## src/rtl/line_window_gen_pkg.sv

```systemverilog
// Shared constants, state encoding and window-count helper for the line window generator.
package line_window_gen_pkg;

    localparam int PIX_W = 8;
    localparam int ROW_W = 3 * PIX_W;
    localparam int IDX_W = 16;

    typedef enum logic {
        RUN  = 1'b0,
        DONE = 1'b1
    } state_t;

    // Number of full 3x3 windows in a w x h frame.
    function automatic int win_count(input int w, input int h);
        return (w - 2) * (h - 2);
    endfunction

endpackage

```

## src/rtl/line_window_gen_line_ram.sv

```systemverilog
// Single-clock simple dual-port line buffer, synchronous read returning the old word on
// a same-address collision. The read register only updates on re, so it holds while the
// pipeline is stalled.
module line_ram #(
    parameter  int DEPTH = 256,
    parameter  int W     = 8,
    localparam int AW    = $clog2(DEPTH)
) (
    input  logic          clka,
    input  logic          re,
    input  logic [AW-1:0] raddr,
    output logic [W-1:0]  rdata,
    input  logic          we,
    input  logic [AW-1:0] waddr,
    input  logic [W-1:0]  wdata
);

    logic [W-1:0] mem [DEPTH];

    // Read-before-write port pair; no reset so it maps onto block RAM.
    always_ff @(posedge clka) begin
        if (re) rdata <= mem[raddr];
        if (we) mem[waddr] <= wdata;
    end

endmodule

```

## src/rtl/line_window_gen.sv

```systemverilog
// Streams raster pixels through two line buffers and emits 3x3 windows as three packed
// row words plus a linear window index. S1 = line buffer read, S2 = window register.
module line_window_gen #(
    parameter int IMG_W = 256,
    parameter int IMG_H = 256,
    parameter int PIX_W = line_window_gen_pkg::PIX_W
) (
    input  logic                                clka,
    input  logic                                rst,
    input  logic                                start,
    input  logic                                in_valid,
    output logic                                in_ready,
    input  logic [PIX_W-1:0]                    in_pix,
    output logic                                out_valid,
    input  logic                                out_ready,
    output logic [3*PIX_W-1:0]                  win_top,
    output logic [3*PIX_W-1:0]                  win_mid,
    output logic [3*PIX_W-1:0]                  win_bot,
    output logic [line_window_gen_pkg::IDX_W-1:0] win_idx,
    output logic                                frame_done
);
    import line_window_gen_pkg::*;

    localparam int CW   = $clog2(IMG_W);
    localparam int RW   = $clog2(IMG_H);
    localparam int NWIN = win_count(IMG_W, IMG_H);

    state_t              state, state_nx;
    logic [CW-1:0]       col;
    logic [RW-1:0]       row;
    logic                s1_vld, s1_win, s1_new;
    logic [PIX_W-1:0]    s1_pix;
    logic [CW-1:0]       s1_col;
    logic [PIX_W-1:0]    ram0_q, ram1_q;
    logic [2*PIX_W-1:0]  top_sr, mid_sr, bot_sr;
    logic [IDX_W-1:0]    idx_cnt;
    logic                accept, s2_free, s1_adv, col_last, row_last, pipe_empty, rearm;

    assign s2_free    = !out_valid || out_ready;
    assign s1_adv     = s1_vld && s2_free;
    assign accept     = in_valid && in_ready;
    assign col_last   = (col == CW'(IMG_W - 1));
    assign row_last   = (row == RW'(IMG_H - 1));
    assign pipe_empty = !s1_vld && !out_valid;
    assign rearm      = (state == DONE) && start && pipe_empty;
    assign frame_done = out_valid && out_ready && (win_idx == IDX_W'(NWIN - 1));

    // State register.
    always_ff @(posedge clka) begin
        if (rst) state <= RUN;
        else     state <= state_nx;
    end

    // Leave RUN on the frame's last pixel; re-arm only once the pipeline has drained.
    always_comb begin
        state_nx = state;
        case (state)
            RUN:     if (accept && col_last && row_last) state_nx = DONE;
            DONE:    if (rearm) state_nx = RUN;
            default: state_nx = RUN;
        endcase
    end

    // Input accepted only while running and S1 is empty or being drained into S2.
    always_comb begin
        in_ready = 1'b0;
        if (!rst && state == RUN && (!s1_vld || s2_free)) in_ready = 1'b1;
    end

    // Raster position of the next pixel; row holds at the last row once DONE is reached.
    always_ff @(posedge clka) begin
        if (rst || rearm) begin
            col <= '0;
            row <= '0;
        end else if (accept) begin
            if (col_last) begin
                col <= '0;
                if (!row_last) row <= row + RW'(1);
            end else begin
                col <= col + CW'(1);
            end
        end
    end

    // S1: carries the pixel alongside the line buffer read issued at accept time.
    always_ff @(posedge clka) begin
        if (rst) begin
            s1_vld <= 1'b0;
            s1_win <= 1'b0;
            s1_new <= 1'b0;
            s1_pix <= '0;
            s1_col <= '0;
        end else begin
            s1_new <= accept;
            if (accept) begin
                s1_vld <= 1'b1;
                s1_win <= (row >= RW'(2)) && (col >= CW'(2));
                s1_pix <= in_pix;
                s1_col <= col;
            end else if (s1_adv) begin
                s1_vld <= 1'b0;
            end
        end
    end

    // Row r-1 buffer: read old word and write the new pixel at the same column.
    line_ram #(.DEPTH(IMG_W), .W(PIX_W)) u_ram0 (
        .clka  (clka),
        .re    (accept),
        .raddr (col),
        .rdata (ram0_q),
        .we    (accept),
        .waddr (col),
        .wdata (in_pix)
    );

    // Row r-2 buffer: the old row r-1 word is written back one cycle after its read,
    // which cannot collide with the next read since consecutive columns always differ.
    line_ram #(.DEPTH(IMG_W), .W(PIX_W)) u_ram1 (
        .clka  (clka),
        .re    (accept),
        .raddr (col),
        .rdata (ram1_q),
        .we    (s1_new),
        .waddr (s1_col),
        .wdata (ram0_q)
    );

    // S2: shift the column history on every S1 transfer; register a window when valid.
    always_ff @(posedge clka) begin
        if (rst) begin
            out_valid <= 1'b0;
            win_top   <= '0;
            win_mid   <= '0;
            win_bot   <= '0;
            win_idx   <= '0;
            idx_cnt   <= '0;
            top_sr    <= '0;
            mid_sr    <= '0;
            bot_sr    <= '0;
        end else begin
            if (rearm) idx_cnt <= '0;
            if (s1_adv) begin
                top_sr    <= {top_sr[PIX_W-1:0], ram1_q};
                mid_sr    <= {mid_sr[PIX_W-1:0], ram0_q};
                bot_sr    <= {bot_sr[PIX_W-1:0], s1_pix};
                out_valid <= s1_win;
                if (s1_win) begin
                    win_top <= {top_sr, ram1_q};
                    win_mid <= {mid_sr, ram0_q};
                    win_bot <= {bot_sr, s1_pix};
                    win_idx <= idx_cnt;
                    idx_cnt <= idx_cnt + IDX_W'(1);
                end
            end else if (out_ready) begin
                out_valid <= 1'b0;
            end
        end
    end

endmodule

```

## config.mk

```make
export PLATFORM = sky130hd
export DESIGN_NAME = line_window_gen
export DESIGN_NICKNAME = d
export VERILOG_FILES = /design/src/rtl/line_window_gen_pkg.sv /design/src/rtl/line_window_gen_line_ram.sv /design/src/rtl/line_window_gen.sv
export SDC_FILE = /design/constraint.sdc
export NUM_CORES = 2
export LEC_CHECK = 0
export CAP_MARGIN = 20
export CELL_PAD_IN_SITES_DETAIL_PLACEMENT = 0
export CELL_PAD_IN_SITES_GLOBAL_PLACEMENT = 1
export CORE_MARGIN = 4
export CORE_UTILIZATION = 55
export CTS_CLUSTER_DIAMETER = 120
export DETAILED_ROUTE_END_ITERATION = 8
export DONT_BUFFER_PORTS = 1
export PLACE_DENSITY_LB_ADDON = 0.25
export SYNTH_ARGS = -nofsm -noshare
export SYNTH_HDL_FRONTEND = slang
export SYNTH_HIERARCHICAL = 1
export SYNTH_SLANG_ARGS = --single-unit
```

## constraint.sdc

```tcl
create_clock -name clka -period 11 [get_ports clka]
set_input_delay 1.65 -clock clka [delete_from_list [all_inputs] [get_ports clka]]
set_output_delay 1.65 -clock clka [all_outputs]
set_load 0.05 [all_outputs]
```

; Word level (Yosys, flattened, before mapping)
; Memory sizes are Yosys's and may differ from the RTL's. A register that Yosys moved wholly into a read port is not among the register bits.
; Cells that the tools add are included.
[word_totals]
elab_cells = 67
ram_bits = 4096
mem_count = 2
in_bits = 13
output_inout_bits = 91
regBits = 189
[classes]
bitwise_logic = 2
eq_ne = 3
n_mux = 16
magnitude_cmp = 2
reduce_logical = 22
addsub = 3
[mem_list]
columns = memory, words, width, rd, rd_clocked_by_memory_dff, write_ports, line_no
row1 = u_ram0.mem, 256, 8, 1, 1, 1, line_window_gen_line_ram.sv:18  ; logic [W-1:0] mem [DEPTH];
row2 = u_ram1.mem, 256, 8, 1, 1, 1, line_window_gen_line_ram.sv:18
[op_table]
columns = operator, n
row1 = 2-to-1 mux 16 bit, 3
row2 = "adder 16 x 1 -> 16 bit, second input constant", 1
row3 = "adder 8 x 1 -> 8 bit, second input constant", 2
row4 = "== test 16 bit, second input constant", 1
row5 = "== test 8 bit, second input constant", 2
row6 = "greater-or-equal comparator 8 x 2 -> 1 bit, second input constant", 2
row7 = logical AND 1 bit, 12
row8 = 2-to-1 mux 1 bit, 11
row9 = 2-to-1 mux 8 bit, 1
row10 = nonzero test 2 bit, 2
row11 = zero test 1 bit, 3
row12 = logical OR 1 bit, 3
row13 = AND reduction 3 bit, 1
row14 = inverter 1 bit, 2
row15 = one-hot mux 1 bit (2 select lines), 1
row16 = AND reduction 2 bit, 1

; Depth between registers and ports, before layout
[logic_depth]
depth_word = 10
mapped_depth = 11
depth_no_buf = 6

; Modules after synthesis
; The synthesis kept the hierarchy.
[modules_own_cells]
columns = module, seq_area_each_um2, n_inst, cells_per_inst, area_per_inst_um2
row1 = line_ram, 61739.2, 2, 3733, 79636.4
row2 = line_window_gen, 3783.6, 1, 880, 7015.5

; Least setup slack after synthesis
; No wires, ideal clock.
[synth_path]
path_type = input to output
startpoint = in rst
endpoint = out in_ready
t_arrival_ns = 3.240
n_path_buf = 3
path_stages = 4
required_time_ns = 9.350
setup_slack_ns = 6.110
path_cell_list = buf_6 > clkbuf_1 > clkbuf_1 > nor3_1
[synth_between]
elab_chain_len = 4
[synth_lines]
columns = element, line_no
row1 = "start, declared", line_window_gen.sv:9  ; input logic rst,
row2 = zero test 1 bit, line_window_gen.sv:67  ; if (!rst && state == RUN && (!s1_vld || s2_free)) in_ready = 1'b1;
row3 = logical AND 1 bit (2 in series), line_window_gen.sv:67
row4 = 2-to-1 mux 1 bit, line_window_gen.sv:67
row5 = "end, declared", line_window_gen.sv:12  ; output logic in_ready,
; Every way passes these cells.

; Worst setup path in the final report
[layout_path]
startpoint = in out_ready
endpoint = mem u_ram0.mem[77][6] (enable)
[layout_between]
elab_chain_len = 7
[layout_lines]
columns = element, line_no
row1 = "start, declared", line_window_gen.sv:15  ; input logic out_ready,
row2 = logical OR 1 bit, line_window_gen.sv:39  ; assign s2_free = !out_valid || out_ready;
row3 = logical OR 1 bit, line_window_gen.sv:67
row4 = logical AND 1 bit, line_window_gen.sv:67
row5 = 2-to-1 mux 1 bit, line_window_gen.sv:67
row6 = logical AND 1 bit, line_window_gen.sv:41  ; assign accept = in_valid && in_ready;
row7 = 2-to-1 mux 1 bit, line_window_gen_line_ram.sv:23  ; if (we) mem[waddr] <= wdata;
row8 = 2-to-1 mux 1 bit (not written as such), line_window_gen_line_ram.sv:23
row9 = "end, declared", line_window_gen_line_ram.sv:18
; Every way passes these cells.

==> report_table.html <==
<table>
<tr><th>Metric</th><th>Value</th></tr>
<tr><th colspan="2">Run status</th></tr>
<tr><td>Run status</td><td>finished, final reports clean</td></tr>
<tr><th colspan="2">Hold path</th></tr>
<tr><td>Instance count along the most critical hold path</td><td>2</td></tr>
<tr><td>Hold Startpoint</td><td>mid_sr[11]</td></tr>
<tr><td>Path type of the worst min-delay path</td><td>reg2reg</td></tr>
<tr><th colspan="2">STA</th></tr>
<tr><td>Post-route minimum period</td><td>5.44 ns</td></tr>
<tr><td>Final-layout setup total negative slack</td><td>0 ns</td></tr>
<tr><td>Number of failing setup endpoints in the final timing report</td><td>0</td></tr>
<tr><td>Worst max-slew margin expressed relative to the limit</td><td>14.0%</td></tr>
<tr><td>Worst slack on hold paths</td><td>0.451 ns</td></tr>
<tr><td>Slew at the pin closest to its max-slew limit</td><td>1.28 ns</td></tr>
<tr><td>Share of the cycle needed by the critical path after routing</td><td>49.5%</td></tr>
<tr><td>Achievable frequency</td><td>184 MHz</td></tr>
<tr><td>Hold violation total from the final report</td><td>0</td></tr>
<tr><td>Final count of pins violating max slew</td><td>0</td></tr>
<tr><td>Post-route clock skew</td><td>0.0457 ns</td></tr>
<tr><td>Setup repair after global routing missed its margin</td><td>false</td></tr>
<tr><th colspan="2">Floorplan</th></tr>
<tr><td>Height of the die</td><td>558 microns</td></tr>
<tr><td>Core Region</td><td>301000 sq um</td></tr>
<tr><td>Num ports</td><td>104</td></tr>
<tr><td>Die width</td><td>558 microns</td></tr>
<tr><td>Initial standard-cell utilization of the core</td><td>55.3%</td></tr>
<tr><td>Die Outline Area</td><td>311000 sq um</td></tr>
<tr><td>Std cell rows</td><td>201</td></tr>
<tr><th colspan="2">Placed design</th></tr>
<tr><td>Final HPWL DP</td><td>236000 microns</td></tr>
<tr><td>Final weighted congestion in routability-driven placement</td><td>0.901</td></tr>
<tr><td>Post-placement cell count</td><td>11900</td></tr>
<tr><td>Port bufs</td><td>0</td></tr>
<tr><th colspan="2">Power and ir drop</th></tr>
<tr><td>Overall power</td><td>33.6 mW</td></tr>
<tr><td>Pint</td><td>26.8 mW</td></tr>
<tr><td>Power per Cell Area</td><td>183 nW/um^2</td></tr>
<tr><td>Sw Share</td><td>20.2%</td></tr>
<tr><td>Sequential power share</td><td>53.5%</td></tr>
<tr><td>Switch Pwr</td><td>6.80 mW</td></tr>
<tr><td>Peak supply drop</td><td>0.150 mV</td></tr>
<tr><td>Part of the total power dissipated in combinational logic</td><td>3.8%</td></tr>
<tr><td>Lkg Pwr</td><td>54.7 nW</td></tr>
<tr><td>Clock network fraction of total power</td><td>42.7%</td></tr>
<tr><th colspan="2">Logic synthesis</th></tr>
<tr><td>Total nets after synthesis</td><td>8364</td></tr>
<tr><td>Number of distinct standard cells referenced by the synthesized netlist</td><td>70</td></tr>
<tr><td>Most frequently used flop master after synthesis</td><td>edfxtp_1</td></tr>
<tr><td>Largest area contributor in the netlist</td><td>edfxtp_1</td></tr>
<tr><td>Share of the synthesized area in the top cell type</td><td>74.3%</td></tr>
<tr><td>YS warnings</td><td>6</td></tr>
<tr><td>Flip-flop and latch count after synthesis</td><td>4301</td></tr>
<tr><td>Instance count of the mapped netlist</td><td>8346</td></tr>
<tr><td>Most frequent cells after synthesis</td><td>4112 x edfxtp_1, 908 x mux4_2, 584 x nor2_1, 390 x nand2_1, 365 x a21oi_1</td></tr>
<tr><td>Post-synth ARST share</td><td>0%</td></tr>
<tr><td>EDFF count, synth</td><td>4112</td></tr>
<tr><td>Cell area after synthesis</td><td>166000 sq um</td></tr>
<tr><td>Most common cell in the netlist</td><td>edfxtp_1</td></tr>
<tr><td>Mean post-synth cell area</td><td>19.9 sq um</td></tr>
<tr><td>Seq/Total Area, Yosys</td><td>76.5%</td></tr>
<tr><td>Largest cells by area after synthesis</td><td>edfxtp_1 74%, mux4_2 12%, dfxtp_1 2.3%</td></tr>
<tr><th colspan="2">Cells and area</th></tr>
<tr><td>Number of standard cells in the final layout excluding fillers</td><td>12700</td></tr>
<tr><td>Synth-to-layout area growth</td><td>10.4%</td></tr>
<tr><td>Share of final-layout standard cells stronger than drive strength 1</td><td>20.0%</td></tr>
<tr><td>Post-layout nets</td><td>8409</td></tr>
<tr><th colspan="2">Routing</th></tr>
<tr><td>Post-detailed-route count of antenna-violating nets</td><td>0</td></tr>
<tr><td># DRC</td><td>0</td></tr>
<tr><td>Vias after detailed routing</td><td>84000</td></tr>
<tr><td>Post-DR vias/cell</td><td>6.61</td></tr>
<tr><td>Total Routed Length</td><td>413000 microns</td></tr>
<tr><td>Length of the first detailed-routing pass in iterations</td><td>6</td></tr>
<tr><td>Starting DRT DRC Count</td><td>10200</td></tr>
<tr><td>Wire length per cell</td><td>32.5 microns</td></tr>
<tr><th colspan="2">Global route</th></tr>
<tr><td>Maximum number of pins on one net before global-route repair</td><td>258</td></tr>
<tr><td>Global-route wire length before repair</td><td>596000 microns</td></tr>
<tr><td>Initial antenna violation count</td><td>5</td></tr>
<tr><td>Overall fraction of global-route tracks in use</td><td>26.3%</td></tr>
<tr><td>Via count of the first global-routing pass</td><td>82300</td></tr>
<tr><td>Global route total overflow</td><td>0</td></tr>
<tr><th colspan="2">Clock tree</th></tr>
<tr><td>Number of clock sinks</td><td>4301</td></tr>
<tr><td>Buffer depth of the longest clock path</td><td>4</td></tr>
<tr><td>TritonCTS clock tree</td><td>built</td></tr>
<tr><td>Level count of the clock H-tree</td><td>5</td></tr>
<tr><td>Hold-fix buffer count after cts</td><td>0</td></tr>
<tr><td>Clock buffers created by TritonCTS</td><td>420</td></tr>
<tr><td>Count of instances resized after the clock tree is built</td><td>0</td></tr>
<tr><td>Clk root buf</td><td>clkbuf_16</td></tr>
<tr><td>Clock-pin slew on the worst setup and hold paths</td><td>0.06 ns</td></tr>
<tr><td>Clock latency at the later pin of the worst-skew pair</td><td>0.97 ns</td></tr>
<tr><td>Post-CTS setup buffer count</td><td>0</td></tr>
<tr><th colspan="2">Worst setup path</th></tr>
<tr><td>Startpoint class of the critical path</td><td>input port</td></tr>
<tr><td>WS Path Type</td><td>in2reg</td></tr>
<tr><td>WP data required</td><td>11.57 ns</td></tr>
<tr><td>Worst setup EP type</td><td>flip-flop</td></tr>
<tr><td>Maximum fanout count along the critical path</td><td>35</td></tr>
<tr><td>Worst reg2reg startpoint</td><td>out_valid</td></tr>
<tr><td>Critical path launch point</td><td>out_ready</td></tr>
<tr><td>Data arrival, critical path</td><td>6.01 ns</td></tr>
<tr><td>Depth of the worst register-to-register path</td><td>7</td></tr>
<tr><th colspan="2">Flow run</th></tr>
<tr><td>MaxCap Viol Count</td><td>0</td></tr>
</table>
area by class of cell:
class | instances | area [sq um]
flip-flops and latches | 4301 | 127000
fillers | 20700 | 117000
multi-input cells | 3510 | 36000
clock buffers | 498 | 11000
well taps | 3958 | 4950
clock inverters | 277 | 2760
repair buffers | 146 | 1400
inverters | 12 | 45.0
diodes | 8 | 20.0
power groups by stage:
stage / Clock [mW] / Sequential [mW] / Combinational [mW]
floorplan: 0 / 18.4 / 0.952
global route: 15.3 / 18.0 / 1.37
detailed placement: 0 / 18.3 / 1.29
CTS: 14.6 / 18.0 / 1.29
global placement: 0 / 18.3 / 1.27
finish: 14.4 / 18.0 / 1.29
registers in the layout, summed over array words and instances (netlist names), 24 cells and up:
| signal | cells |
|---|---|
| u_ram0/mem | 2048 |
| u_ram1/mem | 2048 |
| win_top | 24 |
| win_bot | 24 |
| win_mid | 24 |
path summary, 6_finish.rpt:
check	end	slack, ns
setup / recovery	u_ram0/mem[77][6]	5.56
hold / removal	win_mid[19]	0.45
setup reg to reg	u_ram0/mem[77][6]	5.60
hold reg to reg	win_mid[19]	0.45
logic make-up (layout without fill, tap and decap cells):
| kind of cell | Yosys count | after routing | synth area share, % |
|---|---|---|---|
| AO/OA/AOI/OAI | 964 | 964 | 3.89 |
| XOR/XNOR | 9 | 9 | 0.0474 |
| adder cells (fa/ha/maj) | 5 | 5 | 0.0376 |
| buffers and inverters | 535 | 933 | 1.91 |
| flip-flops | 4301 | 4301 | 76.5 |
| multiplexers | 1185 | 1185 | 14.0 |
| other | 0 | 8 | 0 |
| AND/OR/NAND/NOR | 1347 | 1347 | 3.58 |
worst max-delay path, cell delays in order:
cell and delay (ns):
nand3b_1 0.17, nand3_1 0.74, inv_2 0.79, buf_4 0.57
nand4_1 0.86, buf_4 0.52, nor2_1 0.61
through the flow:
stage / area [sq um] / setup slack, ns / utilization (%)
4_1_cts: 183000 / 5.64 / 61.0
2_1_floorplan: 166000 / 6.11 / -
6_report: 184000 / 5.56 / 61.1
3_5_place_dp: 170000 / 4.69 / 56.4
3_3_place_gp: 169000 / 4.77 / 56.4
5_1_grt: 184000 / 5.45 / 61.1
cells in the final DEF, fill, tap and decap left out, drive strengths merged, types with 28 or more instances in the layout:
cell type  synthesis  routed
nor4              62      62
nand3             82      82
a221oi            28      28
clkbuf           271     500
nand2            390     390
buf              252     144
clkinv             2     195
nor2b             65      65
o22ai             56      56
nand4             29      29
dfxtp            189     189
a21oi            365     365
nor2             584     584
mux4             912     912
edfxtp          4112    4112
o221ai            94      94
nor3              48      48
mux2i            270     270
a22oi            266     266
o21ai             29      29
bufinv             0      49
a211oi            34      34
metal layers:
layer | vias up | track usage (%) | part of all wire [%] | wire length, microns
met4 | 2 | 9.41 | 3.9 | 16100
met3 | 750 | 4.24 | 8.3 | 34100
li1 | 34400 | - | - | -
met5 | - | 0 | 0.0032 | 13
met1 | 44600 | 37.8 | 40 | 164000
met2 | 4266 | 41.4 | 48 | 198000
No activity file was read; power rests on OpenSTA's default activity.
